$ cat config.mk
export PLATFORM = sky130hd
export DESIGN_NAME = instr_fetch_unit
export DESIGN_NICKNAME = d
export VERILOG_FILES = /design/src/rtl/fetch_pkg.sv /design/src/rtl/sync_fifo.sv /design/src/rtl/instr_fetch_unit.sv
export SDC_FILE = /design/constraint.sdc
export NUM_CORES = 1
export LEC_CHECK = 0
export CAP_MARGIN = 40
export CORE_UTILIZATION = 25
export CTS_BUF_LIST = sky130_fd_sc_hd__clkbuf_8
export DETAILED_ROUTE_END_ITERATION = 10
export HOLD_SLACK_MARGIN = 0.15
export PLACE_DENSITY = 0.41
export SYNTH_ARGS = -nofsm -noshare
export SYNTH_HDL_FRONTEND = slang
export SYNTH_SLANG_ARGS = --single-unit
$ cat constraint.sdc
create_clock -name clock -period 4.5 [get_ports clock]
set_input_delay 0.45 -clock clock [delete_from_list [all_inputs] [get_ports clock]]
set_output_delay 0.45 -clock clock [all_outputs]
set_load 0.005 [all_outputs]
$ cat src/rtl/fetch_pkg.sv
// fetch_pkg: shared types and constants for the instruction fetch stage
package fetch_pkg;
    typedef enum logic [1:0] {RUN, DRAIN, HALT} fetch_state_t;
    localparam int INSTR_W = 32;
    localparam int PC_STEP = 4;
    localparam int DEFAULT_XLEN = 32;
endpackage

$ cat src/rtl/sync_fifo.sv
// sync_fifo: power-of-two synchronous FIFO with occupancy count and synchronous flush
module sync_fifo #(
    parameter int WIDTH = 8,
    parameter int DEPTH = 4
) (
    input  logic                   clock,
    input  logic                   reset_n,
    input  logic                   i_push,
    input  logic                   i_pop,
    input  logic                   i_flush,
    input  logic [WIDTH-1:0]       i_wdata,
    output logic [WIDTH-1:0]       o_rdata,
    output logic [$clog2(DEPTH):0] o_count,
    output logic                   o_full,
    output logic                   o_empty
);
    localparam int AW = $clog2(DEPTH);
    logic [WIDTH-1:0] r_mem [DEPTH];
    logic [AW-1:0]    r_wr_ptr;
    logic [AW-1:0]    r_rd_ptr;
    logic [AW:0]      r_count;
    logic             w_push;
    logic             w_pop;
    assign o_count = r_count;
    assign o_full  = r_count == (AW+1)'(DEPTH);
    assign o_empty = r_count == '0;
    assign o_rdata = r_mem[r_rd_ptr];
    assign w_pop   = i_pop && !o_empty;
    assign w_push  = i_push && (!o_full || w_pop);
    // pointer and occupancy update; flush empties the queue regardless of push/pop
    always_ff @(posedge clock) begin
        if (!reset_n || i_flush) begin
            r_wr_ptr <= '0;
            r_rd_ptr <= '0;
            r_count  <= '0;
        end else begin
            if (w_push) r_wr_ptr <= r_wr_ptr + AW'(1);
            if (w_pop) r_rd_ptr <= r_rd_ptr + AW'(1);
            r_count <= r_count + (AW+1)'(w_push) - (AW+1)'(w_pop);
        end
    end
    // storage write; contents need no reset since occupancy guards reads
    always_ff @(posedge clock) begin
        if (w_push && !i_flush) r_mem[r_wr_ptr] <= i_wdata;
    end
endmodule

$ cat src/rtl/instr_fetch_unit.sv
// instr_fetch_unit: decoupled fetch stage with credit-limited requests, redirect/flush and fault halt
module instr_fetch_unit
    import fetch_pkg::*;
#(
    parameter int              XLEN      = DEFAULT_XLEN,
    parameter logic [XLEN-1:0] RESET_PC  = '0,
    parameter int              BUF_DEPTH = 4
) (
    input  logic               clock,
    input  logic               reset_n,
    input  logic               redirect_valid,
    input  logic [XLEN-1:0]    redirect_pc,
    output logic               imem_req_valid,
    input  logic               imem_req_ready,
    output logic [XLEN-1:0]    imem_req_addr,
    input  logic               imem_resp_valid,
    input  logic [INSTR_W-1:0] imem_resp_data,
    output logic               instr_valid,
    input  logic               instr_ready,
    output logic [INSTR_W-1:0] instr,
    output logic [XLEN-1:0]    instr_pc,
    output logic               fetch_fault
);
    localparam int CW = $clog2(BUF_DEPTH);
    fetch_state_t            r_state;
    fetch_state_t            w_state_next;
    logic [XLEN-1:0]         r_fetch_pc;
    logic [XLEN-1:0]         r_resp_pc;
    logic [CW:0]             r_outstanding;
    logic [CW:0]             w_outstanding_next;
    logic [CW:0]             w_count;
    logic [XLEN+INSTR_W-1:0] w_head;
    logic                    w_full;
    logic                    w_empty;
    logic                    w_issue;
    logic                    w_resp;
    logic                    w_push;
    logic                    w_pop;
    logic                    w_redirect_ok;
    logic                    w_redirect_bad;
    // buffered plus in-flight entries never exceed the buffer, so a push always has room
    assign imem_req_valid     = reset_n && r_state == RUN &&
                                ({1'b0, w_count} + {1'b0, r_outstanding}) < (CW+2)'(BUF_DEPTH);
    assign imem_req_addr      = r_fetch_pc;
    assign w_issue            = imem_req_valid && imem_req_ready;
    assign w_resp             = imem_resp_valid && r_outstanding != '0;
    assign w_outstanding_next = r_outstanding + (CW+1)'(w_issue) - (CW+1)'(w_resp);
    assign w_redirect_ok      = redirect_valid && redirect_pc[1:0] == 2'b00;
    assign w_redirect_bad     = redirect_valid && redirect_pc[1:0] != 2'b00;
    assign w_push             = w_resp && r_state == RUN && !redirect_valid;
    assign instr_valid        = !w_empty && r_state == RUN;
    assign w_pop              = instr_valid && instr_ready;
    assign instr              = instr_valid ? w_head[INSTR_W-1:0] : '0;
    assign instr_pc           = instr_valid ? w_head[XLEN+INSTR_W-1:INSTR_W] : '0;
    assign fetch_fault        = r_state == HALT;
    sync_fifo #(
        .WIDTH(XLEN + INSTR_W),
        .DEPTH(BUF_DEPTH)
    ) u_buf (
        .clock   (clock),
        .reset_n (reset_n),
        .i_push  (w_push),
        .i_pop   (w_pop),
        .i_flush (redirect_valid),
        .i_wdata ({r_resp_pc, imem_resp_data}),
        .o_rdata (w_head),
        .o_count (w_count),
        .o_full  (w_full),
        .o_empty (w_empty)
    );
    // next state: redirects dominate; drain ends once no response is still in flight
    always_comb begin
        w_state_next = r_state;
        if (w_redirect_bad) w_state_next = HALT;
        else if (w_redirect_ok) w_state_next = (w_outstanding_next != '0) ? DRAIN : RUN;
        else if (r_state == DRAIN && w_outstanding_next == '0) w_state_next = RUN;
    end
    // state, PC and in-flight tracking; an aligned redirect reloads both PCs
    always_ff @(posedge clock) begin
        if (!reset_n) begin
            r_state       <= RUN;
            r_fetch_pc    <= RESET_PC;
            r_resp_pc     <= RESET_PC;
            r_outstanding <= '0;
        end else begin
            r_state       <= w_state_next;
            r_outstanding <= w_outstanding_next;
            if (w_redirect_ok) begin
                r_fetch_pc <= redirect_pc;
                r_resp_pc  <= redirect_pc;
            end else begin
                if (w_issue) r_fetch_pc <= r_fetch_pc + XLEN'(PC_STEP);
                if (w_push) r_resp_pc <= r_resp_pc + XLEN'(PC_STEP);
            end
        end
    end
    a_unsolicited_resp: assert property (@(posedge clock) disable iff (!reset_n)
        imem_resp_valid |-> r_outstanding != '0);
    a_no_overflow: assert property (@(posedge clock) disable iff (!reset_n)
        w_push |-> (!w_full || w_pop));
endmodule

==> run_results.csv <==
group,metric,value,unit
worst_setup_path,cp.required,4.05,ns
yosys,async_flop_share,0,%
worst_hold_path,min-delay-start,"imem_resp_data[5]",
drt,wl,35.3,mm
sta,hold_viol_final,0,
drt,drc,0,
yosys,netlist_instances,858,
sta,worst_pin_slew,0.799,ns
grt,grt_use_total,13.1,%
worst_setup_path,crit_slowest_cell,"dfxtp_4",
worst_setup_path,endpoint_kind,"primary output",
drt,drt-initial-drc-count,442,
drt,postRouteAntennaNets,0,
cts,post_cts_resized,0,
cts,cts.path.max_buffers,3,
power_and_ir_drop,p_int,5070,uW
yosys,synth_edf_count,256,
sta,fmaxAchievable,288,MHz
drt,first_pass_iters,4,
yosys,ys_ff_latch,334,
yosys,ys.flop_type,"edfxtp_1",
worst_setup_path,rr_worst_depth,11,
yosys,yosys.area.top_type_share,57.0,%
worst_setup_path,r2r-start,"u_buf.o_count[2]",
cts,cts_root_buf,"clkbuf_8",
power_and_ir_drop,leakagePower,0.00548,uW
sta,finalMaxSlewViolations,0,
worst_setup_path,worstSetupPathType,"flip-flop to primary output",
yosys,yosys.area.top_type,"edfxtp_1",
yosys,netlist_area,13500,sq um
cts,clk_latency,0.66,ns
power_and_ir_drop,swShare,24.1,%
cts,clkTransAtPathRegs,0.06,ns
yosys,yosysUniqueCellTypes,42,
grt,overflow,0,
cts,tritoncts,"built",
worst_hold_path,hold_end,"u_buf.r_mem[3][5]",
drt,wire_per_inst,19.7,microns
yosys,yosysWarnings,0,
yosys,synth_nets,942,
final_layout,diodes,0,
cts,ctsHoldBuffers,0,
final_layout,layout-drive-gt1-share,15.4,%
power_and_ir_drop,ir_worst_vdd,177,uV
grt,grt_pass1_vias,8293,
yosys,seq_area_frac_synth,68.6,%
sta,fin_setup_tns,0,ns
worst_hold_path,min_path_cells,1,
drt,via_per_inst,4.45,
final_layout,nets,1143,
yosys,syn_area_per_cell,15.7,sq um
sta,min_period_over_period,77.1,%
cts,cts_buffers,57,
cts,cts_setup_buffers,0,
floorplan,core-area,53000,sq um
status,status,"complete, no violations",
job,maxCapViolCount,0,
grt,grt_pass1_wl,52.9,mm
power_and_ir_drop,p_seq_share,52.7,%
power_and_ir_drop,power_switching,1610,uW
drt,via_count,7966,
sta,layout_setup_ws,1.03,ns
yosys,synth_most_common_cell,"edfxtp_1",
floorplan,rows,84,
sta,rsz0062_at_grt,"no",
worst_setup_path,max_stage_delay,0.81,ns
floorplan,ios,169,
sta,fin_crit,3.47,ns
power_and_ir_drop,power.density,389,nW/um^2
place,gp_congestion,0.746,
worst_setup_path,cp_data_arrival_time,3.02,ns
sta,skew,0.0414,ns
power_and_ir_drop,combinationalPowerShare,8.6,%
worst_hold_path,hold_path.class,"input pin to flip-flop",
floorplan,dieWidth,234,microns
cts,cts_htree_levels,2,
place,dp_slack,1.11,ns
floorplan,die_area,54900,sq um
cts,clock_sinks,334,
grt,grt_max_degree,64,
worst_setup_path,crit_chain,"buf_4 > mux4_2 > and2_1 > clkdlybuf4s50_1",
place,io_buffers,168,
floorplan,fp.dieH,234,microns
worst_setup_path,crit_fanout,31,
final_layout,areaGrowthSynthToFinish,27.4,%
place,dpl.hpwl,23.1,mm
floorplan,start_util,25.5,%
worst_setup_path,r2r-end,"r_state[0]",
sta,slew_headroom,46.3,%
worst_setup_path,cp-start-kind,"flip-flop",
yosys,synthTopCellsByArea,"edfxtp_1, dfxtp_1, mux4_2, and2_1, xor2_1",
sta,finalSetupViolCount,0,
power_and_ir_drop,p_clk_share,38.7,%
yosys,synth_top_cells_by_count,"edfxtp_1, dfxtp_1, and2_1",
grt,antenna_found_initial,1,
worst_setup_path,r2r_slack,1.44,ns
-- layer usage --
| metal | track usage, % | part of all wire, % | up-vias |
|---|---|---|---|
| met5 | 0 | 0 | - |
| met4 | 3.69 | 1.9 | 0 |
| met3 | 3.05 | 6.1 | 55 |
| met2 | 20.3 | 46 | 236 |
| met1 | 18.1 | 46 | 3952 |
| li1 | - | - | 3723 |
-- cell usage in the layout (no fill, tap or decap), drive strengths merged, types with 2 or more instances in the layout --
cell type and instances:
a21oi 47, a31oi 12, and2 74, and3 11, and4 7, buf 18, clkbuf 66, clkdlybuf4s50 168
clkinv 16, dfxtp 78, edfxtp 256, fa 2, ha 12, inv 40, mux4 64, nand2 27
nand3 24, nand4 24, nor2 17, nor2b 2, nor3 8, nor4 11, o21ai 40, o31ai 2
or3 10, or4 2, xnor2 23, xor2 31
-- through the flow --
step / instances / util [%] / power, uW / area [sq um] / hold slack, ns
after global routing: 1792 / 32.4 / 7000 / 17200 / 0.404
final: 1792 / 32.4 / 6680 / 17200 / 0.441
after detailed placement: 1688 / 30.4 / 4180 / 16100 / 0.480
after floorplan: 858 / - / 3850 / 13500 / 0.452
after global placement: 1687 / 30.3 / 4180 / 16100 / 0.475
after CTS: 1792 / 32.4 / 6820 / 17200 / 0.366
-- registers in the layout, summed over array words and instances, names as in the netlist, named ones only --
register        cells
r_resp_pc          32
r_outstanding       3
u_buf.o_count       3
u_buf.r_rd_ptr      2
u_buf.r_wr_ptr      2
r_state             2
u_buf.r_mem       256
imem_req_addr      32
-- critical path: cells and delay by family, from the launching register on --
family	cells	cell delay [ns]
DFF	1	0.81
and+or+nand+nor	1	0.19
muxes	1	0.52
buffers and inverters	2	0.84
-- layout make-up --
| type | instances | area [sq um] |
|---|---|---|
| clock buffers | 66 | 908 |
| clock inverters | 38 | 179 |
| fillers | 5295 | 35800 |
| inverters | 18 | 67.6 |
| multi-input cells | 462 | 4010 |
| flip-flops and latches | 334 | 9260 |
| well taps | 688 | 861 |
| repair buffers | 186 | 1900 |
-- worst max path at each step --
stage / to / cells after the start
after global placement: u_buf.r_mem[2][22] / 6
final: instr[17] / 4
after floorplan: u_buf.r_mem[0][0] / 5
after global routing: instr[14] / 4
after detailed placement: u_buf.r_mem[2][22] / 6
after CTS: instr_pc[3] / 4
-- kinds of logic after synthesis --
group,synth area share (%)
buffers and inverters,1.81
adder cells (fa/ha/maj),1.41
XOR/XNOR,3.51
AND/OR/NAND/NOR,9.61
flip-flops,68.6
multiplexers,10.8
AO/OA/AOI/OAI,4.34
-- power groups by stage --
stage / registers [uW] / clock network [uW] / logic (uW)
2_1_floorplan: 3560 / 0 / 297
4_1_cts: 3520 / 2700 / 595
5_1_grt: 3540 / 2830 / 638
3_5_place_dp: 3590 / 0 / 591
3_3_place_gp: 3590 / 0 / 591
6_report: 3520 / 2580 / 575
Power figures use the tool's default switching activity.
